`config.mk`:
```
export PLATFORM = sky130hd
export DESIGN_NAME = div_bcd_out_flat
export DESIGN_NICKNAME = d
export VERILOG_FILES = /design/src/rtl/div_pkg.sv /design/src/rtl/div_bcd_out_if.sv /design/src/rtl/bcd_dd_core.sv /design/src/rtl/div_bcd_out.sv /design/src/flat_wrapper.sv
export SDC_FILE = /design/constraint.sdc
export NUM_CORES = 1
export LEC_CHECK = 0
export ABC_AREA = 1
export ABC_CLOCK_PERIOD_IN_PS = 3750
export CAP_MARGIN = 5
export CORE_UTILIZATION = 58
export DETAILED_ROUTE_END_ITERATION = 8
export PLACE_DENSITY = 0.92
export SLEW_MARGIN = 10
export SYNTH_ARGS = -nofsm -noshare
export SYNTH_HDL_FRONTEND = slang
export SYNTH_SLANG_ARGS = --single-unit
```
`constraint.sdc`:
```
create_clock -name clk -period 3.75 [get_ports clk]
set_input_delay 0.375 -clock clk [delete_from_list [all_inputs] [get_ports clk]]
set_output_delay 0.375 -clock clk [all_outputs]
set_load 0.005 [all_outputs]
```
`src/rtl/div_pkg.sv`:
```
// div_pkg: shared state encoding, blank nibble and digit sizing helper for the BCD output stage
package div_pkg;
   typedef enum logic [1:0] {IDLE, SHIFT, DONE} state_t;
   localparam logic [3:0] BCD_BLANK = 4'hF;
   function automatic int digits_needed(input int width);
      longint v;
      int n;
      v = (longint'(1) << width) - 64'sd1;
      n = 1;
      while (v >= 64'sd10) begin
         v = v / 64'sd10;
         n++;
      end
      return n;
   endfunction
endpackage

```
`src/rtl/div_bcd_out_if.sv`:
```
// div_bcd_out_if: divider-result in / BCD-result out handshake bundle
interface div_bcd_out_if #(parameter int WIDTH = 4, parameter int DIGITS = 2);
   logic                  in_valid;
   logic                  in_ready;
   logic [WIDTH-1:0]      in_quot;
   logic [WIDTH-1:0]      in_rem;
   logic                  in_dbz;
   logic                  out_valid;
   logic                  out_ready;
   logic [4*DIGITS-1:0]   out_quot_bcd;
   logic [4*DIGITS-1:0]   out_rem_bcd;
   logic                  out_dbz;
   logic                  busy;
   modport master (
      output in_valid, in_quot, in_rem, in_dbz, out_ready,
      input  in_ready, out_valid, out_quot_bcd, out_rem_bcd, out_dbz, busy
   );
   modport slave (
      input  in_valid, in_quot, in_rem, in_dbz, out_ready,
      output in_ready, out_valid, out_quot_bcd, out_rem_bcd, out_dbz, busy
   );
endinterface

```
`src/rtl/bcd_dd_core.sv`:
```
// bcd_dd_core: one field of a double-dabble converter; load clears the BCD side, step does add-3 then shift
module bcd_dd_core #(
   parameter int WIDTH  = 4,
   parameter int DIGITS = 2
) (
   input  logic                clk,
   input  logic                rst_n,
   input  logic                load,
   input  logic                step,
   input  logic [WIDTH-1:0]    din,
   output logic [4*DIGITS-1:0] nxt
);
   logic [WIDTH-1:0]           bin;
   logic [4*DIGITS-1:0]        bcd;
   logic [4*DIGITS-1:0]        adj;
   logic [4*DIGITS+WIDTH-1:0]  sh;
   always_comb begin
      adj = bcd;
      for (int i = 0; i < DIGITS; i++)
         adj[4*i+:4] = (bcd[4*i+:4] >= 4'd5) ? bcd[4*i+:4] + 4'd3 : bcd[4*i+:4];
      sh = {adj, bin} << 1;
   end
   assign nxt = sh[WIDTH+:4*DIGITS];
   always_ff @(posedge clk or negedge rst_n)
      if (!rst_n) begin
         bin <= '0;
         bcd <= '0;
      end else if (load) begin
         bin <= din;
         bcd <= '0;
      end else if (step) begin
         bin <= sh[WIDTH-1:0];
         bcd <= nxt;
      end
endmodule

```
`src/rtl/div_bcd_out.sv`:
```
// div_bcd_out: converts a divider's quotient/remainder to BCD over WIDTH shift cycles, blanking on divide-by-zero
module div_bcd_out
   import div_pkg::*;
#(
   parameter int WIDTH  = 4,
   parameter int DIGITS = 2
) (
   input logic         clk,
   input logic         rst_n,
   div_bcd_out_if.slave bus
);
   localparam int CW = $clog2(WIDTH + 1);
   localparam int OW = 4 * DIGITS;
   if (DIGITS < digits_needed(WIDTH)) begin : g_bad_digits
      $error("div_bcd_out: DIGITS too small to hold 2^WIDTH-1");
   end
   state_t          state, state_d;
   logic [CW-1:0]   cnt;
   logic            dbz, dbz_out, load, step, last;
   logic [OW-1:0]   q_nxt, r_nxt, q_out, r_out;
   assign last = cnt == CW'(WIDTH - 1);
   always_comb begin
      load    = state == IDLE && bus.in_valid;
      step    = state == SHIFT;
      state_d = load ? SHIFT :
                (step && last) ? DONE :
                (state == DONE && bus.out_ready) ? IDLE : state;
   end
   // outputs are loaded only on the final shift so they stay put while the next result converts
   always_ff @(posedge clk or negedge rst_n)
      if (!rst_n) begin
         state   <= IDLE;
         cnt     <= '0;
         dbz     <= 1'b0;
         dbz_out <= 1'b0;
         q_out   <= '0;
         r_out   <= '0;
      end else begin
         state <= state_d;
         if (load) begin
            cnt <= '0;
            dbz <= bus.in_dbz;
         end else if (step) begin
            cnt <= (cnt < CW'(WIDTH)) ? cnt + CW'(1) : cnt;
            if (last) begin
               q_out   <= dbz ? {DIGITS{BCD_BLANK}} : q_nxt;
               r_out   <= dbz ? {DIGITS{BCD_BLANK}} : r_nxt;
               dbz_out <= dbz;
            end
         end
      end
   bcd_dd_core #(.WIDTH(WIDTH), .DIGITS(DIGITS)) u_quot (
      .clk(clk), .rst_n(rst_n), .load(load), .step(step), .din(bus.in_quot), .nxt(q_nxt)
   );
   bcd_dd_core #(.WIDTH(WIDTH), .DIGITS(DIGITS)) u_rem (
      .clk(clk), .rst_n(rst_n), .load(load), .step(step), .din(bus.in_rem), .nxt(r_nxt)
   );
   assign bus.in_ready     = state == IDLE;
   assign bus.out_valid    = state == DONE;
   assign bus.busy         = state == SHIFT;
   assign bus.out_quot_bcd = q_out;
   assign bus.out_rem_bcd  = r_out;
   assign bus.out_dbz      = dbz_out;
endmodule
```
`src/flat_wrapper.sv`:
```
// flat-port wrapper written by rule: the top's interface ports become plain ports
module div_bcd_out_flat import div_pkg::*;
#(
   parameter int WIDTH  = 4,
   parameter int DIGITS = 2
)
  (clk, rst_n, bus_in_valid, bus_in_quot, bus_in_rem, bus_in_dbz, bus_out_ready, bus_in_ready, bus_out_valid, bus_out_quot_bcd, bus_out_rem_bcd, bus_out_dbz, bus_busy);
  div_bcd_out_if #(.WIDTH(WIDTH), .DIGITS(DIGITS)) bus_i ();
  input logic clk;
  input logic rst_n;
  input wire logic [$bits(bus_i.in_valid)-1:0] bus_in_valid;
  input wire logic [$bits(bus_i.in_quot)-1:0] bus_in_quot;
  input wire logic [$bits(bus_i.in_rem)-1:0] bus_in_rem;
  input wire logic [$bits(bus_i.in_dbz)-1:0] bus_in_dbz;
  input wire logic [$bits(bus_i.out_ready)-1:0] bus_out_ready;
  output wire logic [$bits(bus_i.in_ready)-1:0] bus_in_ready;
  output wire logic [$bits(bus_i.out_valid)-1:0] bus_out_valid;
  output wire logic [$bits(bus_i.out_quot_bcd)-1:0] bus_out_quot_bcd;
  output wire logic [$bits(bus_i.out_rem_bcd)-1:0] bus_out_rem_bcd;
  output wire logic [$bits(bus_i.out_dbz)-1:0] bus_out_dbz;
  output wire logic [$bits(bus_i.busy)-1:0] bus_busy;
  assign bus_i.in_valid = bus_in_valid;
  assign bus_i.in_quot = bus_in_quot;
  assign bus_i.in_rem = bus_in_rem;
  assign bus_i.in_dbz = bus_in_dbz;
  assign bus_i.out_ready = bus_out_ready;
  assign bus_in_ready = bus_i.in_ready;
  assign bus_out_valid = bus_i.out_valid;
  assign bus_out_quot_bcd = bus_i.out_quot_bcd;
  assign bus_out_rem_bcd = bus_i.out_rem_bcd;
  assign bus_out_dbz = bus_i.out_dbz;
  assign bus_busy = bus_i.busy;
  div_bcd_out #(.WIDTH(WIDTH), .DIGITS(DIGITS)) u_core (.clk(clk), .rst_n(rst_n), .bus(bus_i));
endmodule
```
Word-level counts from Yosys, hierarchy flattened
Cells that the tools add are included.
{ "totals": {"ff_bits": 47, "latch_bits": 0, "mem_bits_rw": 0, "rom_bits": 0, "inputBits": 13, "out_inout_bits": 20, "wordCells": 53, "n_memories": 0} }
{ "classes": {"add_sub_neg": 5, "n_mul": 0, "n_div": 0, "magnitude_cmp": 5, "n_eq_ne": 3, "shift": 0, "muxes": 20, "bitwise": 1, "n_reduce_logical": 9} }
{ "ops": {"columns": ["op", "count"], "rows": [
  ["$mux W8", 6],
  ["$mux W4", 6],
  ["$ge A4 B3 Y1 const B", 4],
  ["$mux W3", 5],
  ["$add A4 B2 Y4 const B", 2],
  ["$add A3 B2 Y3 const B", 2],
  ["$mux W2", 3],
  ["$reduce_bool A2 Y1", 2],
  ["$add A3 B1 Y3 const B", 1],
  ["$eq A3 B2 Y1 const B", 1],
  ["$logic_and A1 B1 Y1", 3],
  ["$lt A3 B3 Y1 const B", 1],
  ["$reduce_and A3 Y1", 1],
  ["$reduce_bool A3 Y1", 1],
  ["$eq A2 B1 Y1 const B", 1],
  ["$eq A2 B2 Y1 const B", 1],
  ["$logic_not A2 Y1", 1],
  ["$reduce_and A2 Y1", 1],
  ["$not A1 Y1", 1]
]} }

Longest topological paths before layout
Gate-level depths: netlist of the first run.
{ "logic_depth": {"word_depth": 5, "mapped_depth": 10, "depth_no_buf": 10} }

Hierarchy
Synthesis of the first run repeated with hierarchy kept, for this count alone.
{ "hier_totals": {"cells_unflattened": 302, "hier_area_um2": 2551.2} }
{ "modules_own_cells": {"columns": ["mod", "n_inst", "cells_each", "area_each_um2", "seq_area_each_um2"], "rows": [
  ["bcd_dd_core", 2, 96, 782.0, 300.3],
  ["div_bcd_out", 1, 110, 987.2, 575.6]
]} }

Worst setup path after synthesis of the first run
No wires, ideal clock.
{ "synth_path": {"path_kind": "flip-flop to flip-flop", "start": "reg u_core.cnt[0]", "end": "reg u_core.q_out[2], in the netlist u_core.bus.out_quot_bcd[2]", "setup_ns": 0.113, "arrival_time_ns": 1.298, "t_required_ns": 3.637, "slack_ns": 2.339, "stages_incl_launch_ff": 8, "n_path_buf": 0, "synth_period_minus_slack_ns": 1.411, "path_cell_list": "dfrtp_1 -> ha_1 -> ha_1 -> nand2_4 -> inv_4 -> or2_2 -> nand2_1 -> inv_1"} }
{ "synth_between": {"elab_chain_cells": 2} }
{ "synth_rtl": {"columns": ["item", "line_no", "text"], "rows": [
  ["start, declared", "div_bcd_out.sv:18", "logic [CW-1:0] cnt;"],
  ["start signal, assigned", "div_bcd_out.sv:44", "cnt <= (cnt < CW'(WIDTH)) ? cnt + CW'(1) : cnt;"],
  ["$eq A3 B2 Y1", "div_bcd_out.sv:21", "assign last = cnt == CW'(WIDTH - 1);"],
  ["$reduce_and A3 Y1 (no source line)", null, null],
  ["end signal, assigned", "div_bcd_out.sv:46", "q_out <= dbz ? {DIGITS{BCD_BLANK}} : q_nxt;"],
  ["end, declared", "div_bcd_out.sv:20", "logic [OW-1:0] q_nxt, r_nxt, q_out, r_out;"]
]} }
No other way between the ends.
A chain may end at the register's enable or synchronous reset.

Worst setup path in the final report of the first run
{ "layout_path": {"start": "reg u_core.state[1]", "end": "out bus_busy"} }
{ "layout_between": {"elab_chain_cells": 1} }
{ "layout_rtl": {"columns": ["item", "line_no", "text"], "rows": [
  ["start, declared", "div_bcd_out.sv:17", "state_t state, state_d;"],
  ["start signal, assigned", "div_bcd_out.sv:39", "state <= state_d;"],
  ["$eq A2 B1 Y1", "div_bcd_out.sv:60", "assign bus.busy = state == SHIFT;"],
  ["end, declared", "flat_wrapper.sv:21", "output wire logic [$bits(bus_i.busy)-1:0] bus_busy;"]
]} }
No other way between the ends.

==> impl_results.md, run 1 <==
- Status: finished clean
- Hold Vio Cnt, Final: 0
- Post-route cell area: around 0.0027 mm2
- Post-synthesis register bit count: 47
- Max-slew violation count: 0
- Bufs and invs on worst path: 1
- Detail Placement HPWL: roughly 3300 um
- Sw Ratio: around a fifth
- Clock skew: 8.428 ps
- Initial Util: 62.04%
- RePlAce Congestion: 0.8817
- Drt first pass iters: 5
- Die Span X: roughly 66 um
- Leakage: 1.445 nW
- H-tree levels: 2
- CP max stage delay: 570 ps
- Mapped Nets: 298
- Mapped Avg Cell Area: around 8.5 um2
- CTS tree: built
- Min cycle time layout: 2022 ps
- Crit path kind: reg -> out
- First-pass GRT wire length: 8369 um
- Post-layout util: 72.89%
- Multi-input logic area: 972.2 um2
- Area delta synth->final: 17.49%
- Max clock buf depth: 2
- Top delay family on crit path: buffers and inverters
- Internal power: 0.0006410 W
- Clock root cell: clkbuf_8
- Logic gate share of total power: 2.6%
- Antenna Diode Count: 0
- Fin crit share: around 54%
- Worst-path clk slew: 80 ps
- DRC violations left: 0
- Initial drt markers: 169
- Grt ovf: 0
- Worst-margin pin slew: 1008 ps
- Synth Cell Area: 0.002340 mm2
- Die height: 65.52 um
- Cts hold-fix bufs: 0
- Port bufs: 32
- Maxcap violations: 0
- Initial antenna violation count: 0
- Pwr dens: just under 300 mW/mm2
- Fmax: 494.7 MHz
- Setup TNS: 0 ps
- Nets: ~330
- Crit path max fanout: 18
- Total GRT Usage: 25.91%
- Vias after detailed routing: between 1500 and 2000
- Setup Buffers After CTS: 0
- RSZ-0062 raised after global routing: false
- Clock Power Share: 34.9%
- Resize count post-CTS: 0
- Worst Setup Start Kind: flop
- Hold Crit Class: in -> async
- Most frequent cells in the layout: 88 x nand2_1, 47 x dfrtp_1, 35 x inv_1
- Routed Antenna Nets: 0
- Fill count: 277
- Wire length per cell: 13.20 um
- # setup viols final: 0
- Total core area: 0.003771 mm2
- Register area: 0.001176 mm2
- Layout cells sized above 1: 7.767%
- Cell Rows: 22
- Largest net degree at the start of global routing: 48
- Slowest-stage cell, CP: clkdlybuf4s50_1
- Die ar.: 0.004292 mm2
- Sw Pwr: 0.0001687 W
- Post-synthesis sequential area ratio: between 50% and 60%
- Cell Chain, Critical Path: nor2_8 -> clkdlybuf4s50_1
- Setup WS post-layout: 1728 ps
- Required time of the critical path: 3380 ps
- Via-to-Cell Ratio: 5.370
- Cells after Synth: about 280
- Worst vdd ir: 218.9 uV
- Synth Warn #: 0
- Post-place instance area: approximately 0.0027 mm2
- TritonCTS buffer count: 5
- Skew-Pair Late Insertion Delay: 300 ps
- Post-place setup slack: roughly 2100 ps
- Crit. End Element: primary output
- Tot Pwr: between 0.0008 and 0.0009 W
- I/O pins: 33
- Commonest non-fill, non-tap cell in the layout: nand2_1
- Post-Route WL: around 4700 um
- Number of global-route vias before repair: around 1900
- Slew HR: 32.77%
- Clock sink total: 47
- CP arrival: 1650 ps
- Distinct cell type count after synthesis: 21
- Sequential share of power: between 60 and 70%
[through the flow]
| step | hold WS, ps | instances |
|---|---|---|
| 2_1_floorplan | 79.41 | 275 |
| 3_3_place_gp | 458.7 | 351 |
| 3_5_place_dp | 469.3 | 351 |
| 4_1_cts | 282.5 | 357 |
| 5_1_grt | 331.9 | 357 |
| 6_report | 244.3 | 357 |
[final timing paths]
check / slack [ps] / end / cells after the start / startpoint
max: 1730 / bus_busy / 2 / u_core.state[1]$_DFFE_PN0P_
min: 240 / u_core.bus.out_quot_bcd[3]$_DFFE_PN0P_ / 1 / rst_n
max reg2reg: 2200 / u_core.bus.out_quot_bcd[5]$_DFFE_PN0P_ / 7 / u_core.cnt[0]$_DFFE_PN0P_
min reg2reg: 480 / u_core.u_quot.bin[1]$_DFFE_PN0P_ / 2 / u_core.u_quot.bin[1]$_DFFE_PN0P_
max in group asynchronous: 2890 / u_core.state[0]$_DFFE_PN0P_ / 1 / rst_n
min in group clk: 480 / u_core.u_quot.bin[1]$_DFFE_PN0P_ / 2 / u_core.u_quot.bin[1]$_DFFE_PN0P_
[worst reg2reg max path, cell delays in order (launching register included)]
cell,delay (ps)
dfrtp_1,400
ha_1,200
ha_1,210
nand2_4,140
inv_4,110
or2_2,300
nand2_1,70
inv_1,40
[power by group through the flow]
stage               registers [W]      logic [W]  clock network [W]
floorplan                0.000517  0.00000000105                  0
global placement         0.000516      0.0000217                  0
detailed placement       0.000516      0.0000219                  0
CTS                      0.000506      0.0000220           0.000284
global route             0.000506      0.0000242           0.000311
finish                   0.000506      0.0000211           0.000282
[logic make-up after synthesis]
logic type	after synthesis	synth area share (%)
flops	47	50.27
simple gates	142	27.81
buf+inv	44	8.182
compound gates	32	8.395
fa+ha+maj	10	5.348
[metal layers]
layer  up-vias  share of wire, %  GRT usage [%]
li1        954                 -              -
met1       903                45          32.87
met2        56                48          42.78
met3         4               5.8          6.597
met4         0              0.85          9.239
met5         -                 0              0
[synthesized netlist by cell type (all sizes together)]
cell	number	area, um2
a2bb2oi	6	52.55
buf	4	38.78
clkinv	1	3.750
dfrtp	47	1176
ha	10	125.1
inv	39	148.9
nand2	92	360.3
nand3	28	140.1
nand4	6	37.54
nor2	8	62.56
o211ai	2	15.01
o21ai	17	85.08
o22ai	7	43.79
or2	8	50.05
[cell type report]
| class | count | share of cell area [%] |
|---|---|---|
| repair buffers | 32 | 11.47 |
| well taps | 48 | 2.185 |
| inverters | 40 | 5.553 |
| clock buffers | 6 | 2.640 |
| multi-input cells | 184 | 35.37 |
| flip-flops and latches | 47 | 42.79 |
[sequential cells by signal, indices dropped and copies added (netlist names)]
name                     flops
u_core.dbz                   1
u_core.u_rem.bcd             8
u_core.bus.out_rem_bcd       8
u_core.u_quot.bcd            8
u_core.state                 2
u_core.u_quot.bin            4
u_core.bus.out_quot_bcd      8
u_core.cnt                   3
u_core.bus.out_dbz           1
u_core.u_rem.bin             4
No activity file was read; power rests on OpenSTA's default activity.
==> run 2, diff against run 1 <==
--- a/config.mk
+++ b/config.mk
@@ -6,11 +6,11 @@
 export NUM_CORES = 1
 export LEC_CHECK = 0
 export ABC_AREA = 1
-export ABC_CLOCK_PERIOD_IN_PS = 3750
+export ABC_CLOCK_PERIOD_IN_PS = 1700
 export CAP_MARGIN = 5
-export CORE_UTILIZATION = 58
+export CORE_UTILIZATION = 49
 export DETAILED_ROUTE_END_ITERATION = 8
-export PLACE_DENSITY = 0.92
+export PLACE_DENSITY = 0.84
 export SLEW_MARGIN = 10
 export SYNTH_ARGS = -nofsm -noshare
 export SYNTH_HDL_FRONTEND = slang
==> constraint.sdc (replaced) <==
create_clock -name clk -period 1.7 [get_ports clk]
set_input_delay 0.17 -clock clk [delete_from_list [all_inputs] [get_ports clk]]
set_output_delay 0.17 -clock clk [all_outputs]
set_load 0.005 [all_outputs]
==> impl_results.md, run 2 (synthesis gave the netlist of run 1 again) <==
- Status: finished clean
- Crit. End Element: primary output
- Worst vdd ir: 511.8 uV (+130%)
- CP arrival: 1470 ps (-180 ps)
- Largest net degree at the start of global routing: 24 (-50%)
- DRC violations left: 0 (unchanged)
- Hold Crit Class: in -> async
- Worst setup endpoint: bus_busy
- Worst-margin pin slew: 501.6 ps (-506.9 ps)
- Vias after detailed routing: 1959 (+2.2%)
- Most frequent cells in the layout: 88 x nand2_1, 46 x dfrtp_1, 35 x inv_1
- CP max stage delay: 500 ps (-70 ps)
- Die Span X: 71.10 um (+8.5%)
- Top delay family on crit path: buffers and inverters
- Internal power: 0.001575 W (+150%)
- Sw Ratio: 20.01% (-0.82 points)
- Initial drt markers: 183 (+8.3%)
- Cell Rows: 24 (+9.1%)
- Wire length per cell: 13.12 um (-0.56%)
- Post-place instance area: 0.002719 mm2 (+1.6%)
- RSZ-0062 raised after global routing: false
- Post-place setup slack: 161.0 ps (-1902 ps)
- Post-Route WL: 4843 um (+2.8%)
- Layout cells sized above 1: 10.41% (+2.6 points)
- Post-layout util: 63.53% (-9.4 points)
- Fill count: 384 (+39%)
- FF-to-FF setup slack: 150 ps (-2050 ps)
- Slew HR: 66.56% (+34 points)
- Reg2reg start: u_core.state[0]$_DFFE_PN0P_
- Bufs and invs on worst path: 2 (+1)
- H-tree levels: 2 (unchanged)
- # setup viols final: 0 (unchanged)
- Maxcap violations: 0 (unchanged)
- Clock sink total: 47 (unchanged)
- Max clock buf depth: 2 (unchanged)
- Total core area: 0.004474 mm2 (+19%)
- First-pass GRT wire length: 8397 um (+0.33%)
- Fin crit share: 96.57%
- Number of global-route vias before repair: 1873 (-2.4%)
- Fmax: between 600 and 700 MHz
- R2R depth: 8 (+1)
- Clock root cell: clkbuf_8
- Nets: 340 (+2.1%)
- Port bufs: 32 (unchanged)
- Min cycle time layout: between 1500 and 2000 ps
- Initial antenna violation count: 0 (unchanged)
- Area delta synth->final: 21.50%
- RePlAce Congestion: 0.8568 (-2.8%)
- Via-to-Cell Ratio: 5.309 (-1.1%)
- Crit path max fanout: 4 (-14)
- Total GRT Usage: 21.26% (-4.7 points)
- Pwr dens: 692.7 mW/mm2 (+140%)
- Required time of the critical path: 1530 ps (-1850 ps)
- Antenna Diode Count: 0 (unchanged)
- Worst Setup Start Kind: flop
- Cell Chain, Critical Path: inv_2 -> nor2_8 -> clkdlybuf4s50_1
- Logic gate share of total power: 2.7% (about the same)
- Post-route cell area: 0.002843 mm2 (+3.4%)
- Reg-to-Reg End: u_core.bus.out_rem_bcd[4]$_DFFE_PN0P_
- Skew-Pair Late Insertion Delay: 300 ps (about the same)
- CTS tree: built
- Drt first pass iters: 6 (+1)
- Slowest-stage cell, CP: clkdlybuf4s50_1
- Initial Util: 52.29% (-9.8 points)
- Setup TNS: 0 ps (unchanged)
- Die ar.: 0.005055 mm2 (+18%)
- Grt ovf: 0 (unchanged)
- Crit path kind: reg -> out
- Leakage: 1.495 nW (+3.5%)
- Routed Antenna Nets: 0 (unchanged)
- Setup WS post-layout: 58.33 ps (-1670 ps)
- TritonCTS buffer count: 5 (unchanged)
- Hold Vio Cnt, Final: 0 (unchanged)
- Clock Power Share: 40.6% (+5.7 points)
- Worst-path clk slew: 80 ps (about the same)
- Max-slew violation count: 0 (unchanged)
- Commonest non-fill, non-tap cell in the layout: nand2_1
- Detail Placement HPWL: 3288 um (+0.93%)
- Die height: 71.10 um (+8.5%)
- Sequential share of power: 56.7% (-5.8 points)
- Crit path from: u_core.state[0]$_DFFE_PN0P_
- Sw Pwr: 0.0003941 W (+130%)
- I/O pins: 33 (unchanged)
- Stages on the worst setup path: 3 (+1)
- Clock skew: 6.688 ps (-1.739 ps)
run 2: cell type report:
| class | count | area [um2] | share of cell area (%) |
|---|---|---|---|
| Inverter | 40 | 152.6 | 5.370 |
| Clock buffer | 6 | 72.57 | 2.553 |
| Multi-Input combinational cell | 184 | 974.7 | 34.29 |
| Sequential cell | 47 | 1177 | 41.42 |
| Tap cell | 52 | 65.06 | 2.289 |
| Clock inverter | 1 | 30.03 | 1.056 |
| Timing Repair Buffer | 39 | 370.4 | 13.03 |
run 2: per-stage QoR:
step                hold slack, ps  instances  power, W
finish                       361.7        369  0.001969
global route                 420.1        369  0.002025
CTS                          378.8        369  0.001986
global placement             163.9        360  0.001191
floorplan                   -125.6        275  0.001139
detailed placement           170.5        360  0.001192
run 2: power groups by stage:
stage / Sequential (W) / Combinational [W] / Clock (W)
after floorplan: 0.00114 / 0.00000000136 / 0
after global placement: 0.00114 / 0.0000518 / 0
after detailed placement: 0.00114 / 0.0000524 / 0
after CTS: 0.00112 / 0.0000547 / 0.000814
after global routing: 0.00112 / 0.0000595 / 0.000849
final: 0.00112 / 0.0000524 / 0.000800
run 2: worst min path at each step:
stage / start / endpoint / slack (ps) / cells past startpoint
floorplan: rst_n / u_core.bus.out_dbz$_DFFE_PN0P_ / -130 / 0
global placement: rst_n / u_core.u_quot.bcd[2]$_DFFE_PN0P_ / 160 / 1
global route: bus_in_dbz / u_core.dbz$_DFFE_PN0P_ / 420 / 3
finish: rst_n / u_core.u_quot.bcd[2]$_DFFE_PN0P_ / 360 / 2
detailed placement: rst_n / u_core.u_quot.bcd[2]$_DFFE_PN0P_ / 170 / 1
CTS: rst_n / u_core.u_quot.bcd[2]$_DFFE_PN0P_ / 380 / 2
run 2: what timing repair did:
item,CTS,global route
endpoints found under the hold margin,21,0
hold buffers,1,0
buffers inserted,1,0
gates resized for setup,1,1
setup endpoints to repair,2,2
pin swaps,1,0
run 2: worst register-to-register path: stages, from the launching register on:
cell     delay [ps]
dfrtp_1         440
inv_2           100
nor2_8          130
buf_4           200
nand2_4         120
nor2_8          230
nand3_1         120
nand2_1          70
inv_1            40
run 2: layer usage:
layer	vias to the layer above	global-route usage, %	routed length, um
met5	-	0	0
met4	0	8.667	75
met3	8	3.846	177
met2	54	35.15	2312
met1	931	27.77	2277
li1	966	-	-
==> run 3, diff against run 2 <==
--- a/config.mk
+++ b/config.mk
@@ -7,10 +7,10 @@
 export LEC_CHECK = 0
 export ABC_AREA = 1
 export ABC_CLOCK_PERIOD_IN_PS = 1700
-export CAP_MARGIN = 5
 export CORE_UTILIZATION = 49
 export DETAILED_ROUTE_END_ITERATION = 8
 export PLACE_DENSITY = 0.84
+export SETUP_SLACK_MARGIN = 0.15
 export SLEW_MARGIN = 10
 export SYNTH_ARGS = -nofsm -noshare
 export SYNTH_HDL_FRONTEND = slang
==> impl_results.md, run 3 (synthesis gave the netlist of run 1 again) <==
- RSZ-0062 raised after global routing: true
- Required time of the critical path: 1910 ps (+380 ps)
- Fin crit share: 87.83% (-8.7 points)
- DRC violations left: 4 (+4)
- Initial antenna violation count: 0 (unchanged)
- Clock sink total: 47 (unchanged)
- Via-to-Cell Ratio: 5.340 (+0.59%)
- RePlAce Congestion: 0.8568 (unchanged)
- Die height: 71.10 um (unchanged)
- Max-slew violation count: 0 (unchanged)
- Total core area: 0.004474 mm2 (unchanged)
- Hold Vio Cnt, Final: 0 (unchanged)
- Nets: 344 (+1.2%)
- FF-to-FF setup slack: 210 ps (+60 ps)
- First-pass GRT wire length: 8445 um (+0.57%)
- Die Span X: 71.10 um (unchanged)
- Crit path max fanout: 18 (+14)
- Status: complete, but fails checks
- Pwr dens: 672.1 mW/mm2 (-3.0%)
- Cell Rows: 24 (unchanged)
- CTS tree: built
- Hold Crit Class: in -> async
- Setup TNS: 0 ps (unchanged)
- Most frequent cells in the layout: 86 x nand2_1, 44 x dfrtp_1, 35 x inv_1
- Antenna Diode Count: 0 (unchanged)
- I/O pins: 33 (unchanged)
- H-tree levels: 2 (unchanged)
- Min cycle time layout: 1493 ps (-148.6 ps)
- Clock root cell: clkbuf_8
- Die ar.: 0.005055 mm2 (unchanged)
- Leakage: 1.518 nW (+1.5%)
- Worst-margin pin slew: 501.9 ps (+0.3164 ps)
- Clock skew: 9.022 ps (+2.334 ps)
- Worst-path clk slew: 80 ps (about the same)
- Largest net degree at the start of global routing: 24 (unchanged)
- Fmax: 669.8 MHz (+10%)
- Drt first pass iters: 6 (unchanged)
- Crit. End Element: flop
- Worst vdd ir: 510.3 uV (-0.30%)
- Layout cells sized above 1: 13.40% (+3.0 points)
- Initial drt markers: 167 (-8.7%)
- Post-Route WL: 5146 um (+6.3%)
- Routed Antenna Nets: 0 (unchanged)
- # setup viols final: 0 (unchanged)
- TritonCTS buffer count: 5 (unchanged)
- Wire length per cell: 13.80 um (+5.1%)
- Skew-Pair Late Insertion Delay: 310 ps (about the same)
- CP arrival: 1700 ps (+230 ps)
- Vias after detailed routing: 1992 (+1.7%)
- Number of global-route vias before repair: 1889 (+0.85%)
- Max clock buf depth: 2 (unchanged)
- Failing checks: design-rule violations
- Detail Placement HPWL: 3288 um (unchanged)
- Grt ovf: 0 (unchanged)
- Crit path kind: reg -> reg
- Post-layout util: 65.24% (+1.7 points)
- Area delta synth->final: 24.76%
- Port bufs: 32 (unchanged)
- Slew HR: 66.54% (about the same)
- Commonest non-fill, non-tap cell in the layout: nand2_1
- Initial Util: 52.29% (unchanged)
- Maxcap violations: 0 (unchanged)
- Total GRT Usage: 21.38% (+0.12 points)
- Worst Setup Start Kind: flop
run 3: where the power goes:
group / switching, W / internal [W]
combinational: 0.0000256 / 0.0000271
sequential: 0 / 0.00112
clock: 0.000361 / 0.000431
run 3: area by class of cell:
class | instances | area (um2)
inverter | 40 | 161.4
clock inverter | 1 | 30.03
tap | 52 | 65.06
sequential | 47 | 1180
clock buffer | 6 | 72.57
multi-input combinational | 185 | 1017
fill | 368 | 1555
timing repair buffer | 42 | 392.9
run 3: layer usage:
metal / vias up / wire length [um] / global-route usage [%]
met4: 0 / 89 / 8.667
met5: - / 0 / 0
met1: 945 / 2254 / 27.68
met3: 9 / 272 / 3.846
met2: 61 / 2529 / 35.68
li1: 977 / - / -
run 3: final timing paths:
kind | from | end | cells past startpoint
max in group asynchronous | rst_n | u_core.u_quot.bin[2]$_DFFE_PN0P_ | 3
min in group clk | bus_in_quot[0] | u_core.u_quot.bin[0]$_DFFE_PN0P_ | 3
hold reg to reg | u_core.u_rem.bin[0]$_DFFE_PN0P_ | u_core.u_rem.bin[0]$_DFFE_PN0P_ | 2
setup reg to reg | u_core.cnt[0]$_DFFE_PN0P_ | u_core.bus.out_rem_bcd[4]$_DFFE_PN0P_ | 7
hold / removal | rst_n | u_core.u_quot.bcd[2]$_DFFE_PN0P_ | 2
setup / recovery | u_core.cnt[0]$_DFFE_PN0P_ | u_core.bus.out_rem_bcd[4]$_DFFE_PN0P_ | 7
run 3: metrics by stage:
stage / area (um2) / instances / total power, W / worst slack (ps) / hold slack, ps
final: 2919 / 373 / 0.001962 / 206.9 / 361.4
after global routing: 2919 / 373 / 0.002022 / 148.2 / 422.4
after CTS: 2861 / 371 / 0.001986 / 96.48 / 378.8
after detailed placement: 2719 / 360 / 0.001192 / 161.0 / 170.5
after global placement: 2719 / 360 / 0.001191 / 208.3 / 163.9
after floorplan: 2340 / 275 / 0.001139 / 289.0 / -125.6
run 3: timing repair:
action	in CTS	in global routing
hold endpoints to repair	21	0
buffers inserted	3	1
resized for setup	6	10
setup endpoints to repair	3	12
pin swaps	2	2
hold buffers	1	0
gates cloned	0	1
run 3: critical path: stages, from the launching register on:
cell and delay (ps):
dfrtp_1 400, ha_1 240, ha_4 180, nand2_8 110
inv_6 80, or2_2 270, nand2_1 70, inv_1 40
